[config.mk]
export PLATFORM = sky130hd
export DESIGN_NAME = mipi_rx_line_sequencer
export DESIGN_NICKNAME = d
export VERILOG_FILES = /design/src/rtl/mipi_rx_line_sequencer.sv
export SDC_FILE = /design/constraint.sdc
export NUM_CORES = 1
export LEC_CHECK = 0
export ABC_CLOCK_PERIOD_IN_PS = 9000
export BUFFER_PORTS_ARGS = -buffer_cell sky130_fd_sc_hd__buf_2
export CORE_ASPECT_RATIO = 0.5
export CORE_MARGIN = 10
export CORE_UTILIZATION = 30
export CTS_CLUSTER_DIAMETER = 150
export CTS_CLUSTER_SIZE = 12
export DETAILED_ROUTE_END_ITERATION = 10
export PLACE_DENSITY = 0.56
export SYNTH_ARGS = -nofsm -noshare
export SYNTH_HDL_FRONTEND = slang
export SYNTH_SLANG_ARGS = --single-unit
[constraint.sdc]
create_clock -name clk_i -period 9 [get_ports clk_i]
set_input_delay 1.8 -clock clk_i [delete_from_list [all_inputs] [get_ports clk_i]]
set_output_delay 1.8 -clock clk_i [all_outputs]
set_load 0.02 [all_outputs]
[src/rtl/mipi_rx_line_sequencer.sv]
`default_nettype none
// ============================================================================
//  Module      : mipi_rx_line_sequencer
//  Description : CSI-2 frame/line framing tracker between the packet decoder
//                and the RAW8/RAW10/RAW12 depackers. It validates long-packet
//                headers, forwards exactly WC payload bytes, and inserts an
//                idle gap after each line. It also provides counters and
//                single-cycle error strobes.
//  Revision    : 1.0  initial release
// ============================================================================
module mipi_rx_line_sequencer #(
  parameter int unsigned GAP_CYCLES = 2,
  parameter logic [15:0] MAX_WC     = 16'd8192
) (
  input  logic        clk_i,
  input  logic        reset_n_i,
  input  logic        hdr_valid_i,
  input  logic [5:0]  hdr_dt_i,
  input  logic [15:0] hdr_wc_i,
  input  logic        payload_valid_i,
  input  logic [31:0] payload_i,
  output logic        depack_valid_o,
  output logic [31:0] depack_data_o,
  output logic [1:0]  depack_sel_o,
  input  logic        pix_valid_i,
  output logic        frame_valid_o,
  output logic        line_valid_o,
  output logic [15:0] frame_count_o,
  output logic [15:0] line_count_o,
  output logic [15:0] line_pixels_o,
  output logic        err_seq_o,
  output logic        err_dt_o,
  output logic        err_wc_o,
  output logic        err_overrun_o
);

  typedef enum logic [2:0] {IDLE, FRAME, PAYLOAD, DROP, GAP} state_t;

  localparam int GW = (GAP_CYCLES > 1) ? $clog2(GAP_CYCLES) : 1;
  localparam logic [GW-1:0] GAP_LAST = GW'(GAP_CYCLES - 1);

  state_t        state, state_nxt;
  logic [15:0]   words_left, words_left_nxt;
  logic [GW-1:0] gap_cnt, gap_cnt_nxt;
  logic [15:0]   pix_cnt, pix_cnt_nxt;
  // A header that interrupts a line is parked here and handled one cycle later
  logic          pend, pend_nxt;
  logic [5:0]    pend_dt, pend_dt_nxt;
  logic [15:0]   pend_wc, pend_wc_nxt;

  logic          depack_valid_nxt, frame_valid_nxt, line_valid_nxt;
  logic [31:0]   depack_data_nxt;
  logic [1:0]    depack_sel_nxt;
  logic [15:0]   frame_count_nxt, line_count_nxt, line_pixels_nxt;
  logic          err_seq_nxt, err_dt_nxt, err_wc_nxt, err_overrun_nxt;

  logic          hdr_go;
  logic [5:0]    dt;
  logic [15:0]   wc;
  logic          is_long, dt_ok, wc_mult, wc_ok;
  logic [15:0]   words_ceil, pix_inc;
  logic [1:0]    sel_dec;

  // Header decode: a parked header takes priority over the live one
  assign dt         = pend ? pend_dt : hdr_dt_i;
  assign wc         = pend ? pend_wc : hdr_wc_i;
  assign is_long    = (dt >= 6'h10);
  assign dt_ok      = (dt == 6'h2A) || (dt == 6'h2B) || (dt == 6'h2C);
  assign wc_mult    = (dt == 6'h2A) ? (wc[1:0] == 2'b00) :
                      (dt == 6'h2B) ? ((wc % 16'd20) == 16'd0) :
                                      ((wc % 16'd12) == 16'd0);
  assign wc_ok      = (wc != 16'd0) && (wc <= MAX_WC) && wc_mult;
  assign words_ceil = 16'((17'(wc) + 17'd3) >> 2);
  assign sel_dec    = (dt == 6'h2A) ? 2'd0 : (dt == 6'h2B) ? 2'd1 : 2'd2;
  assign pix_inc    = (pix_cnt >= 16'hFFFC) ? 16'hFFFC : pix_cnt + 16'd4;

  // Next-state and next-output logic
  always_comb begin
    state_nxt        = state;
    words_left_nxt   = words_left;
    gap_cnt_nxt      = gap_cnt;
    pix_cnt_nxt      = pix_cnt;
    pend_nxt         = 1'b0;
    pend_dt_nxt      = pend_dt;
    pend_wc_nxt      = pend_wc;
    depack_valid_nxt = 1'b0;
    depack_data_nxt  = depack_data_o;
    depack_sel_nxt   = depack_sel_o;
    frame_valid_nxt  = frame_valid_o;
    frame_count_nxt  = frame_count_o;
    line_count_nxt   = line_count_o;
    line_pixels_nxt  = line_pixels_o;
    err_seq_nxt      = 1'b0;
    err_dt_nxt       = 1'b0;
    err_wc_nxt       = 1'b0;
    err_overrun_nxt  = 1'b0;
    hdr_go           = 1'b0;

    if (pix_valid_i && (state == PAYLOAD || state == GAP)) pix_cnt_nxt = pix_inc;

    case (state)
      IDLE, FRAME: begin
        hdr_go = pend | hdr_valid_i;
        if ((pend && hdr_valid_i) || payload_valid_i) err_overrun_nxt = 1'b1;
      end
      PAYLOAD, DROP: begin
        if (hdr_valid_i) begin
          // Line aborted: no line count, pixels discarded, header deferred
          err_overrun_nxt = 1'b1;
          pend_nxt        = 1'b1;
          pend_dt_nxt     = hdr_dt_i;
          pend_wc_nxt     = hdr_wc_i;
          pix_cnt_nxt     = 16'd0;
          state_nxt       = frame_valid_o ? FRAME : IDLE;
        end else if (payload_valid_i) begin
          if (state == PAYLOAD) begin
            depack_valid_nxt = 1'b1;
            depack_data_nxt  = payload_i;
          end
          words_left_nxt = words_left - 16'd1;
          if (words_left == 16'd1) begin
            if (state == PAYLOAD) begin
              state_nxt   = GAP;
              gap_cnt_nxt = '0;
            end else begin
              state_nxt = frame_valid_o ? FRAME : IDLE;
            end
          end
        end
      end
      GAP: begin
        if (payload_valid_i) err_overrun_nxt = 1'b1;
        // A header here ends the gap early; the line still counts as complete
        if (hdr_valid_i || gap_cnt == GAP_LAST) begin
          line_count_nxt  = line_count_o + 16'd1;
          line_pixels_nxt = pix_cnt_nxt;
          pix_cnt_nxt     = 16'd0;
          state_nxt       = FRAME;
          hdr_go          = hdr_valid_i;
        end else begin
          gap_cnt_nxt = gap_cnt + GW'(1);
        end
      end
      default: state_nxt = IDLE;
    endcase

    if (hdr_go) begin
      if (!is_long) begin
        if (dt == 6'h00) begin
          err_seq_nxt     = frame_valid_o;
          frame_valid_nxt = 1'b1;
          frame_count_nxt = frame_count_o + 16'd1;
          line_count_nxt  = 16'd0;
          state_nxt       = FRAME;
        end else if (dt == 6'h01 && frame_valid_o) begin
          frame_valid_nxt = 1'b0;
          state_nxt       = IDLE;
        end
      end else if (!frame_valid_o) begin
        err_seq_nxt    = 1'b1;
        words_left_nxt = words_ceil;
        state_nxt      = (words_ceil == 16'd0) ? IDLE : DROP;
      end else if (dt_ok && wc_ok) begin
        words_left_nxt = wc >> 2;
        depack_sel_nxt = sel_dec;
        state_nxt      = PAYLOAD;
      end else begin
        err_dt_nxt     = !dt_ok;
        err_wc_nxt     = dt_ok;
        words_left_nxt = words_ceil;
        state_nxt      = (words_ceil == 16'd0) ? FRAME : DROP;
      end
    end

    line_valid_nxt = (state_nxt == PAYLOAD) || (state_nxt == GAP);
  end

  // State and registered outputs, cleared asynchronously
  always_ff @(posedge clk_i or negedge reset_n_i) begin
    if (!reset_n_i) begin
      state          <= IDLE;
      words_left     <= 16'd0;
      gap_cnt        <= '0;
      pix_cnt        <= 16'd0;
      pend           <= 1'b0;
      pend_dt        <= 6'd0;
      pend_wc        <= 16'd0;
      depack_valid_o <= 1'b0;
      depack_data_o  <= 32'd0;
      depack_sel_o   <= 2'd1;
      frame_valid_o  <= 1'b0;
      line_valid_o   <= 1'b0;
      frame_count_o  <= 16'd0;
      line_count_o   <= 16'd0;
      line_pixels_o  <= 16'd0;
      err_seq_o      <= 1'b0;
      err_dt_o       <= 1'b0;
      err_wc_o       <= 1'b0;
      err_overrun_o  <= 1'b0;
    end else begin
      state          <= state_nxt;
      words_left     <= words_left_nxt;
      gap_cnt        <= gap_cnt_nxt;
      pix_cnt        <= pix_cnt_nxt;
      pend           <= pend_nxt;
      pend_dt        <= pend_dt_nxt;
      pend_wc        <= pend_wc_nxt;
      depack_valid_o <= depack_valid_nxt;
      depack_data_o  <= depack_data_nxt;
      depack_sel_o   <= depack_sel_nxt;
      frame_valid_o  <= frame_valid_nxt;
      line_valid_o   <= line_valid_nxt;
      frame_count_o  <= frame_count_nxt;
      line_count_o   <= line_count_nxt;
      line_pixels_o  <= line_pixels_nxt;
      err_seq_o      <= err_seq_nxt;
      err_dt_o       <= err_dt_nxt;
      err_wc_o       <= err_wc_nxt;
      err_overrun_o  <= err_overrun_nxt;
    end
  end

endmodule
`default_nettype wire

==> results of run 1 <==
-- worst register-to-register path, stage by stage (launching register included) --
cell and delay, ns:
dfrtp_2 0.91, buf_4 0.44, mux2i_4 0.63, nor2_1 0.27, a211o_2 0.43, a21oi_4 0.21
o221ai_2 0.13, a32oi_1 0.80, nand2_1 0.23, o211ai_1 0.33, o311ai_4 0.17, and4_1 0.24
a211o_1 0.27, a2111o_1 0.48, nand4_2 0.13, mux2_1 0.33
-- state kept, by name, summed over array words and instances, names as in the netlist, 2 cells and up --
register and cells:
line_count_o 16, depack_data_o 32, pix_cnt 16, pend_dt 6
line_pixels_o 16, words_left 16, depack_sel_o 2, frame_count_o 16
state 3, pend_wc 16
-- cell families after synthesis --
kind of cell | after synthesis
AOI/OAI and AO/OA | 227
adders and majority gates | 6
xor gates and xnor gates | 65
and+or+nand+nor | 382
muxes | 91
buffers and inverters | 70
DFF | 148
-- synthesized netlist by cell type (all sizes together), types with 7 or more instances --
cell	instances
nand2	122
and2	8
o21ai	58
dfrtp	147
nand3	42
or3	12
o31ai	7
nand2b	10
and3	17
nor4	14
mux2	70
xnor2	48
o211ai	14
mux2i	21
o22ai	8
buf	25
clkbuf	33
a21oi	51
nand4	22
a211oi	10
nor2b	7
inv	12
xor2	17
nor3	29
nor2	83
o311ai	9
-- area by class of cell --
class / instances / area, sq um / share of cell area [%]
Timing Repair Buffer: 158 / 824.5 / 7.577
Tap cell: 399 / 499.2 / 4.588
Inverter: 12 / 45.04 / 0.4139
Sequential cell: 148 / 3706 / 34.06
Clock buffer: 18 / 439.2 / 4.036
Clock inverter: 13 / 148.9 / 1.368
Multi-Input combinational cell: 771 / 5219 / 47.96
-- worst max-delay path by stage --
stage	cells past startpoint	slack, ns	to	start
3_5_place_dp	15	2.45	depack_sel_o[1]	hdr_wc_i[12]
2_1_floorplan	15	3.60	depack_sel_o[1]	hdr_wc_i[15]
3_3_place_gp	15	2.63	depack_sel_o[1]	hdr_wc_i[12]
6_report	15	2.82	depack_sel_o[1]	hdr_wc_i[12]
4_1_cts	15	2.91	depack_sel_o[1]	hdr_wc_i[12]
5_1_grt	15	2.42	depack_sel_o[1]	pend
-- layer usage --
metal	part of all wire, %	wire length, um
met4	1.9	516
met5	0	0
met1	43	11380
met3	4.2	1106
met2	51	13600
-- report_power, final --
| group | internal, mW | switching [mW] |
|---|---|---|
| logic | 0.619 | 0.946 |
| registers | 0.847 | 0.165 |
| clock network | 0.418 | 0.305 |
| total | 1.88 | 1.42 |
-- per-stage QoR --
stage / instance area [sq um] / hold slack, ns / instances / setup WS, ns
final: 10880 / 0.4692 / 1519 / 2.819
after global routing: 10880 / 0.4779 / 1519 / 2.417
after CTS: 10880 / 0.4713 / 1519 / 2.911
after detailed placement: 10290 / 0.4547 / 1488 / 2.449
after global placement: 10290 / 0.4613 / 1488 / 2.625
after floorplan: 9239 / 0.4583 / 989 / 3.604
==> results_dict.tcl, run 1 <==
set metrics [dict create \
    grt_setup_unrepaired "false" \
    final_max_slew_viol_count 0 \
    synth_top_area_share_pct 39.82 \
    numCtsBuffers 17 \
    io_pins 148 \
    arrival_ns 6.49 \
    ys.flop_type "dfrtp_1" \
    grt_max_degree 80 \
    path_clk_slew_ns 0.06 \
    fin_skew_ns 0.01061 \
    track_usage_pct 13.59 \
    finalCriticalPeriod_ns 6.181 \
    worstHoldPathType "register to register" \
    relSlewSlack_pct 18.40 \
    cp_max_fo 24 \
    status "finished clean" \
    cts-resized-gates 0 \
    syn_area_per_cell_sq_um 9.342 \
    min_to "frame_count_o[15]" \
    synth-edff-count 0 \
    synthXorXnorAreaFrac_pct 6.162 \
    busiest_layer "met2" \
    crit_required_ns 9.31 \
    port_buffers 147 \
    cts_tree "yes" \
    synth-simple-area-share_pct 20.23 \
    cp-end-kind "register" \
    setup_viol 0 \
    worstMarginPinSlew_ns 1.190 \
    n_fill_cell 3049 \
    clock_path_buffers 2 \
    postRouteAntennaNets 0 \
    synth_top_family_by_area "simple AND/OR/NAND/NOR gates" \
    synth_compound_area_share_pct 17.67 \
    clock_latency_ns 0.44 \
    synth_area_sq_um 9239 \
    synth.area.top_cells "dfrtp_1 40%, mux2_2 7.9%, nand2_1 4.9%" \
    viasPerCell 5.329 \
    die_x_um 268.2 \
    max_freq_mhz 161.8 \
    drive_gt1_share_pct 26.70 \
    die_h_um 144.1 \
    grt_use_met2_pct 23.66 \
    worst_ir_drop_vdd_mv 0.1452 \
    cp_slowest_stage_delay_ns 0.80 \
    ys_async_sr_fraction_pct 100.0 \
    antenna_found_initial 0 \
    num_rows 45 \
    syn_nets 1053 \
    detail_route.drc_violations 0 \
    drv_cap 0 \
    r2r_start "pend" \
    die_area_sq_um 38640 \
    syn_inst 989 \
    crit_path_start_kind "input port" \
    use_met1_pct 16.83 \
    diodes 0 \
    core_area_sq_um 30350 \
    gp_congestion 0.8773 \
    worstRegToRegCells 15 \
    grt_pass1_wl_mm 42.63 \
    routed_wl_mm 26.59 \
    clock_sinks 148 \
    layout_common_cells "146 x dfrtp_1, 146 x buf_2, 120 x nand2_1" \
    finalSetupTns_ns 0 \
    drt-initial-drc-count 779 \
    drt_pass1_iterations 8 \
    critPathBufInv 1 \
    wl_per_cell_um 17.51 \
    synthMuxAreaShare_pct 11.55 \
    final_hold_viol_count 0 \
    cts_root_buffer "clkbuf_16" \
    crit_family "compound AO/OA/AOI/OAI gates" \
    power.total_mw 3.300 \
    cp_slowest_cell "a32oi_1" \
    hold_depth 1 \
    cts_hold_buf 0 \
    yosysSeqAreaShare_pct 40.10 \
    yosys_register_bits 148 \
    hpwl_mm 19.34 \
    yosysWarnings 0 \
    timing.rr.end "depack_sel_o[1]" \
    synth_fa_ha_area_share_pct 0.7990 \
    fin_crit_sh_pct 68.68 \
    grt_overflow_total 0 \
    crit_chain "buf_2 -> mux2i_4 -> nor2_1 -> a211o_2 -> a21oi_4 -> o221ai_2 -> a32oi_1 -> nand2_1 -> o211ai_1 -> o311ai_4 -> and4_1 -> a211o_1 -> a2111o_1 -> nand4_2 -> mux2_1" \
    initial_core_util_pct 30.44 \
    yosysTopAreaCell "dfrtp_1" \
    nets 1172 \
    use_met3_pct 2.559 \
    p_leak_nw 4.700 \
    fin_util_pct 35.86 \
    r2r_setup_slack_ns 2.90 \
    htree_levels 4 \
    worst-setup-path-type "input port to register" \
    worstHoldStart "frame_count_o[15]" \
    grt_pass1_vias 7862 \
    yosys.cell_types.count 94 \
    dr_total_vias 8095 \
    area_growth_pct 17.78 \
    post_cts_buffers 0 \
    p_per_area_nw_per_um2 303.2 \
]
(Power assumes the default switching activity.)
==> inputs of run 2 (changes only) <==
- ABC_AREA: default -> 1
- ABC_CLOCK_PERIOD_IN_PS: 9000 -> 6400
- clock period: 9 -> 6.4 ns (I/O delays scaled with it)
==> run 2 against run 1 <==
Effect of this change:
- clock skew is 0.00092 ns higher
- cell count is 14% higher
- area after synthesis is 7.1% lower
- die area is 6.3% lower
- non-clock buffer count is 1 higher
- critical path type unchanged
==> results_dict.tcl, run 2 <==
set metrics [dict create \
    antenna_found_initial 1 \
    yosysSeqAreaShare_pct 43.15 \
    port_buffers 147 \
    track_usage_pct 13.00 \
    grt_pass1_wl_mm 38.43 \
    die_x_um 259.2 \
    cp_max_fo 5 \
    setup_viol 0 \
    yosysWarnings 0 \
    yosys_register_bits 148 \
    routed_wl_mm 23.99 \
    crit_top_cell "nand2_2" \
    fin_crit_sh_pct 93.06 \
    final_hold_viol_count 0 \
    die_area_sq_um 36200 \
    synth-edff-count 0 \
    path_clk_slew_ns 0.06 \
    critPathBufInv 5 \
    cp_slowest_cell "o21ai_4" \
    drv_cap 0 \
    detail_route.drc_violations 0 \
    crit_family "simple AND/OR/NAND/NOR gates" \
    io_pins 148 \
    area_growth_pct 23.05 \
    worstHoldPathType "register to register" \
    worstMarginPinSlew_ns 1.132 \
    syn_area_per_cell_sq_um 7.221 \
    top_register "depack_data_o" \
    yosys.cell_count.top_type "nand2_1" \
    htree_levels 4 \
    cp-end-kind "register" \
    cp_slowest_stage_delay_ns 0.25 \
    wl_per_cell_um 13.81 \
    fin_skew_ns 0.01153 \
    final_common_cell "nand2_1" \
    clock_path_buffers 2 \
    num_rows 43 \
    status "finished clean" \
    syn_nets 1253 \
    grt_pass1_vias 7478 \
    syn_inst 1189 \
    drive_gt1_share_pct 22.01 \
    relSlewSlack_pct 24.38 \
    ys.flop_type "dfrtp_1" \
    synth_top_area_share_pct 42.84 \
    clock_sinks 148 \
    grt_max_degree 104 \
    drt-initial-drc-count 495 \
    core_area_sq_um 27920 \
    final_max_slew_viol_count 0 \
    hold_slack_ns 0.4630 \
    clock_latency_ns 0.44 \
    multiInputGateArea_sq_um 4419 \
    finalCriticalPeriod_ns 5.956 \
    synthTopCellsByCount "371 x nand2_1, 147 x dfrtp_1, 127 x inv_1" \
    drt_pass1_iterations 4 \
    largest_reg_flops 32 \
    worst-setup-path-type "input port to register" \
    arrival_ns 6.32 \
    numCtsBuffers 17 \
    yosysTopAreaCell "dfrtp_1" \
    viasPerCell 4.604 \
    gp_congestion 0.8433 \
    postRouteAntennaNets 0 \
    nets 1406 \
    initial_core_util_pct 30.75 \
    synth_area_sq_um 8586 \
    seqCellArea_sq_um 3705 \
    yosys.cell_types.count 48 \
    die_h_um 139.6 \
    synth.area.top_cells "dfrtp_1 43%, nand2_1 16%, inv_1 5.6%" \
    layout_common_cells "365 x nand2_1, 147 x dfrtp_1, 146 x buf_2" \
    dr_total_vias 7997 \
    cts_tree "yes" \
    hpwl_mm 17.85 \
    cts_root_buffer "clkbuf_16" \
    n_fill_cell 2890 \
    max_freq_mhz 167.9 \
    ys_async_sr_fraction_pct 100.0 \
    grt_setup_unrepaired "true" \
    crit_required_ns 6.76 \
    r2r_setup_slack_ns 0.66 \
    crit_path_start_kind "input port" \
    grt_overflow_total 0 \
]
==> run 2: final cells by class <==
type / instances / area share [%]
Clock buffer: 21 / 4.358
Multi-Input combinational cell: 875 / 41.83
Antenna cell: 1 / 0.02369
Tap cell: 382 / 4.524
Timing Repair Buffer: 159 / 7.994
Inverter: 141 / 5.021
Sequential cell: 148 / 35.07
Clock inverter: 10 / 1.184
==> run 2: cells by family (layout without fill, tap and decap cells) <==
group,count (synthesis),count (layout),share of synthesized area (%)
AOI/OAI and AO/OA,151,151,9.778
buffers and inverters,166,331,7.461
muxes,4,4,0.4664
xor gates and xnor gates,38,38,3.876
adders and majority gates,5,5,0.7287
DFF,148,148,43.15
other,0,1,0
and+or+nand+nor,677,677,34.54
==> run 2: metrics by stage <==
| step | setup TNS (ns) | setup WS (ns) | util, % | cells | area (sq um) |
|---|---|---|---|---|---|
| after floorplan | 0 | 0.9566 | - | 1189 | 8586 |
| after global placement | 0 | 0.4901 | 34.91 | 1699 | 9748 |
| after detailed placement | 0 | 0.09995 | 34.91 | 1699 | 9748 |
| after CTS | 0 | 0.5521 | 37.01 | 1730 | 10330 |
| after global routing | -0.2170 | -0.07244 | 37.83 | 1736 | 10560 |
| final | 0 | 0.4440 | 37.84 | 1737 | 10570 |
==> run 2: worst paths after layout <==
| path | startpoint | end | depth (start not counted) |
|---|---|---|---|
| max | hdr_wc_i[15] | line_valid_o | 54 |
| min | pend_wc[6] | pend_wc[6] | 2 |
| max reg2reg | pend | line_valid_o | 55 |
| min reg2reg | pend_wc[6] | pend_wc[6] | 2 |
| max in group asynchronous | reset_n_i | depack_sel_o[1] | 2 |
| min in group asynchronous | reset_n_i | pend_wc[12] | 1 |
==> run 2: timing repair <==
item | 4_1_cts | 5_1_grt
endpoints found under the setup margin | 0 | 4
setup buffers | 0 | 6
hold buffers | 0 | 0
resized for setup | 0 | 37
==> run 2: worst reg2reg max path: cells and delay by family, from the launching register on <==
family,cells,cell delay (ns)
buf+inv,3,0.55
simple gates,52,4.78
flops,1,0.36
==> run 2: metal layers <==
layer / track usage (%) / vias to the layer above / wire length, um
li1: - / 4076 / -
met1: 15.17 / 3791 / 10560
met2: 23.38 / 110 / 12440
met3: 2.743 / 20 / 663
met4: 4.102 / 0 / 320
met5: 0 / - / 0
Power of run 2 is left out: the tool's default activity adds up to more than one toggle a clock period on the data nets, which glitch-free logic cannot reach.
==> inputs of run 3 (changes only) <==
- BUFFER_PORTS_ARGS: -buffer_cell sky130_fd_sc_hd__buf_2 -> -buffer_cell sky130_fd_sc_hd__clkbuf_2
- CELL_PAD_IN_SITES_DETAIL_PLACEMENT: default -> 1
- CELL_PAD_IN_SITES_GLOBAL_PLACEMENT: default -> 1
- CTS_BUF_LIST: default -> sky130_fd_sc_hd__clkbuf_8
- PLACE_DENSITY: 0.56 -> 0.7
==> run 3 against run 2 <==
Effect of this change:
- cell area is 1.2% lower
- count of clock-buffer cells in the layout decreased by 3
- setup slack lost 0.094 ns
- critical path depth down 1
- clock skew rose by 0.0031 ns
- register-to-register slack worse by 0.11 ns
- global-route usage grew 1.7 points
- routed wire length up 12%
- via count up 2.7%
- sequential share of layout area up 0.44 points
- highest routed layer unchanged
==> results_dict.tcl, run 3 (synthesis gave the netlist of run 2 again) <==
set metrics [dict create \
    worstMarginPinSlew_ns 1.121 \
    hpwl_mm 20.14 \
    detail_route.drc_violations 0 \
    antenna_found_initial 1 \
    drive_gt1_share_pct 23.20 \
    drt-initial-drc-count 429 \
    numCtsBuffers 17 \
    grt_max_degree 90 \
    worstRegToRegCells 55 \
    setup_viol 0 \
    max_freq_mhz 165.3 \
    cp_slowest_stage_delay_ns 0.28 \
    place_inst 1699 \
    finalCriticalPeriod_ns 6.050 \
    worst-setup-path-type "input port to register" \
    setup.worst_path.start "hdr_wc_i[15]" \
    drv_cap 0 \
    die_x_um 259.2 \
    drt_pass1_iterations 4 \
    hold_slack_ns 0.4731 \
    crit_path_start_kind "input port" \
    final_common_cell "nand2_1" \
    crit_top_cell "nand2_2" \
    routed_wl_mm 26.87 \
    clock_latency_ns 0.49 \
    path_clk_slew_ns 0.09 \
    area_growth_pct 21.54 \
    cp_max_fo 8 \
    status "finished clean" \
    pre_cts_slack_ns -0.08863 \
    final_hold_viol_count 0 \
    htree_levels 4 \
    grt_pass1_wl_mm 43.74 \
    n_fill_cell 3488 \
    worstHoldStart "pend_wc[5]" \
    largest_reg_flops 32 \
    wl_per_cell_um 15.40 \
    grt_overflow_total 0 \
    timing.rr.end "depack_sel_o[0]" \
    initial_core_util_pct 30.75 \
    fin_util_pct 37.37 \
    worstHoldPathType "register to register" \
    fin_skew_ns 0.01459 \
    cts_root_buffer "clkbuf_8" \
    arrival_ns 6.48 \
    core_area_sq_um 27920 \
    r2r_start "pend" \
    fin_cells 1745 \
    nets 1413 \
    viasPerCell 4.705 \
    track_usage_pct 14.70 \
    gp_congestion 0.7753 \
    cp_slowest_cell "a21oi_1" \
    postRouteAntennaNets 0 \
    dr_total_vias 8211 \
    die_area_sq_um 36200 \
    fin_crit_sh_pct 94.53 \
    clock_path_buffers 2 \
    fin_ws_ns 0.3501 \
    relSlewSlack_pct 25.15 \
    clock_sinks 148 \
    cp-endpoint "depack_sel_o[0]" \
    cp-end-kind "register" \
    port_buffers 147 \
    grt_pass1_vias 8491 \
    io_pins 148 \
    final_max_slew_viol_count 0 \
    crit_required_ns 6.83 \
    die_h_um 139.6 \
    num_rows 43 \
    layout_common_cells "363 x nand2_1, 147 x dfrtp_1, 146 x clkbuf_2" \
    cts_tree "yes" \
    r2r_setup_slack_ns 0.55 \
    cts_hold_buf 0 \
    top_register "depack_data_o" \
]
-- run 3: cell count changes in the layout (fill, tap and decap cells not counted), sizes merged --
cell,delta
clkbuf,+143
inv,+5
buf,-139
bufinv,-1
-- run 3: critical path, delay by kind of cell --
| kind | cells | cell delay (ns) |
|---|---|---|
| buf+inv | 4 | 0.36 |
| simple gates | 47 | 4.31 |
| compound gates | 2 | 0.54 |
-- run 3: worst min path at each step --
stage	endpoint	cells past startpoint
global placement	pend_wc[6]	2
detailed placement	pend_wc[8]	2
global route	pend_wc[8]	2
CTS	pend_wc[8]	2
finish	pend_wc[5]	2
floorplan	pend_wc[12]	2
-- run 3: area by class of cell --
type | instances | area (sq um) | area share [%]
clock inverters | 14 | 145.1 | 1.391
repair buffers | 166 | 884.6 | 8.477
multi-input cells | 875 | 4439 | 42.54
clock buffers | 18 | 247.7 | 2.374
flip-flops and latches | 148 | 3705 | 35.50
well taps | 382 | 478.0 | 4.580
inverters | 141 | 533.0 | 5.108
diodes | 1 | 2.502 | 0.02398
-- run 3: per-layer routing --
layer	GRT usage, %	share of wire [%]	up-vias	routed length (um)
li1	-	-	4077	-
met1	17.32	44	4043	11930
met2	26.61	52	68	14000
met3	2.924	2.1	23	554
met4	4.102	1.4	0	375
met5	0	0	-	0
-- run 3: repair_timing --
item,in CTS,in global routing
setup endpoints to repair,0,5
buffers inserted,0,13
gates resized for setup,0,46
-- run 3: metrics by stage --
| stage | instance area (sq um) | setup TNS, ns |
|---|---|---|
| after floorplan | 8586 | 0 |
| after detailed placement | 9748 | -0.1908 |
| after global routing | 10440 | -0.4453 |
| after global placement | 9748 | 0 |
| after CTS | 10140 | 0 |
| final | 10440 | 0 |
Power of run 3 is left out for the same reason.
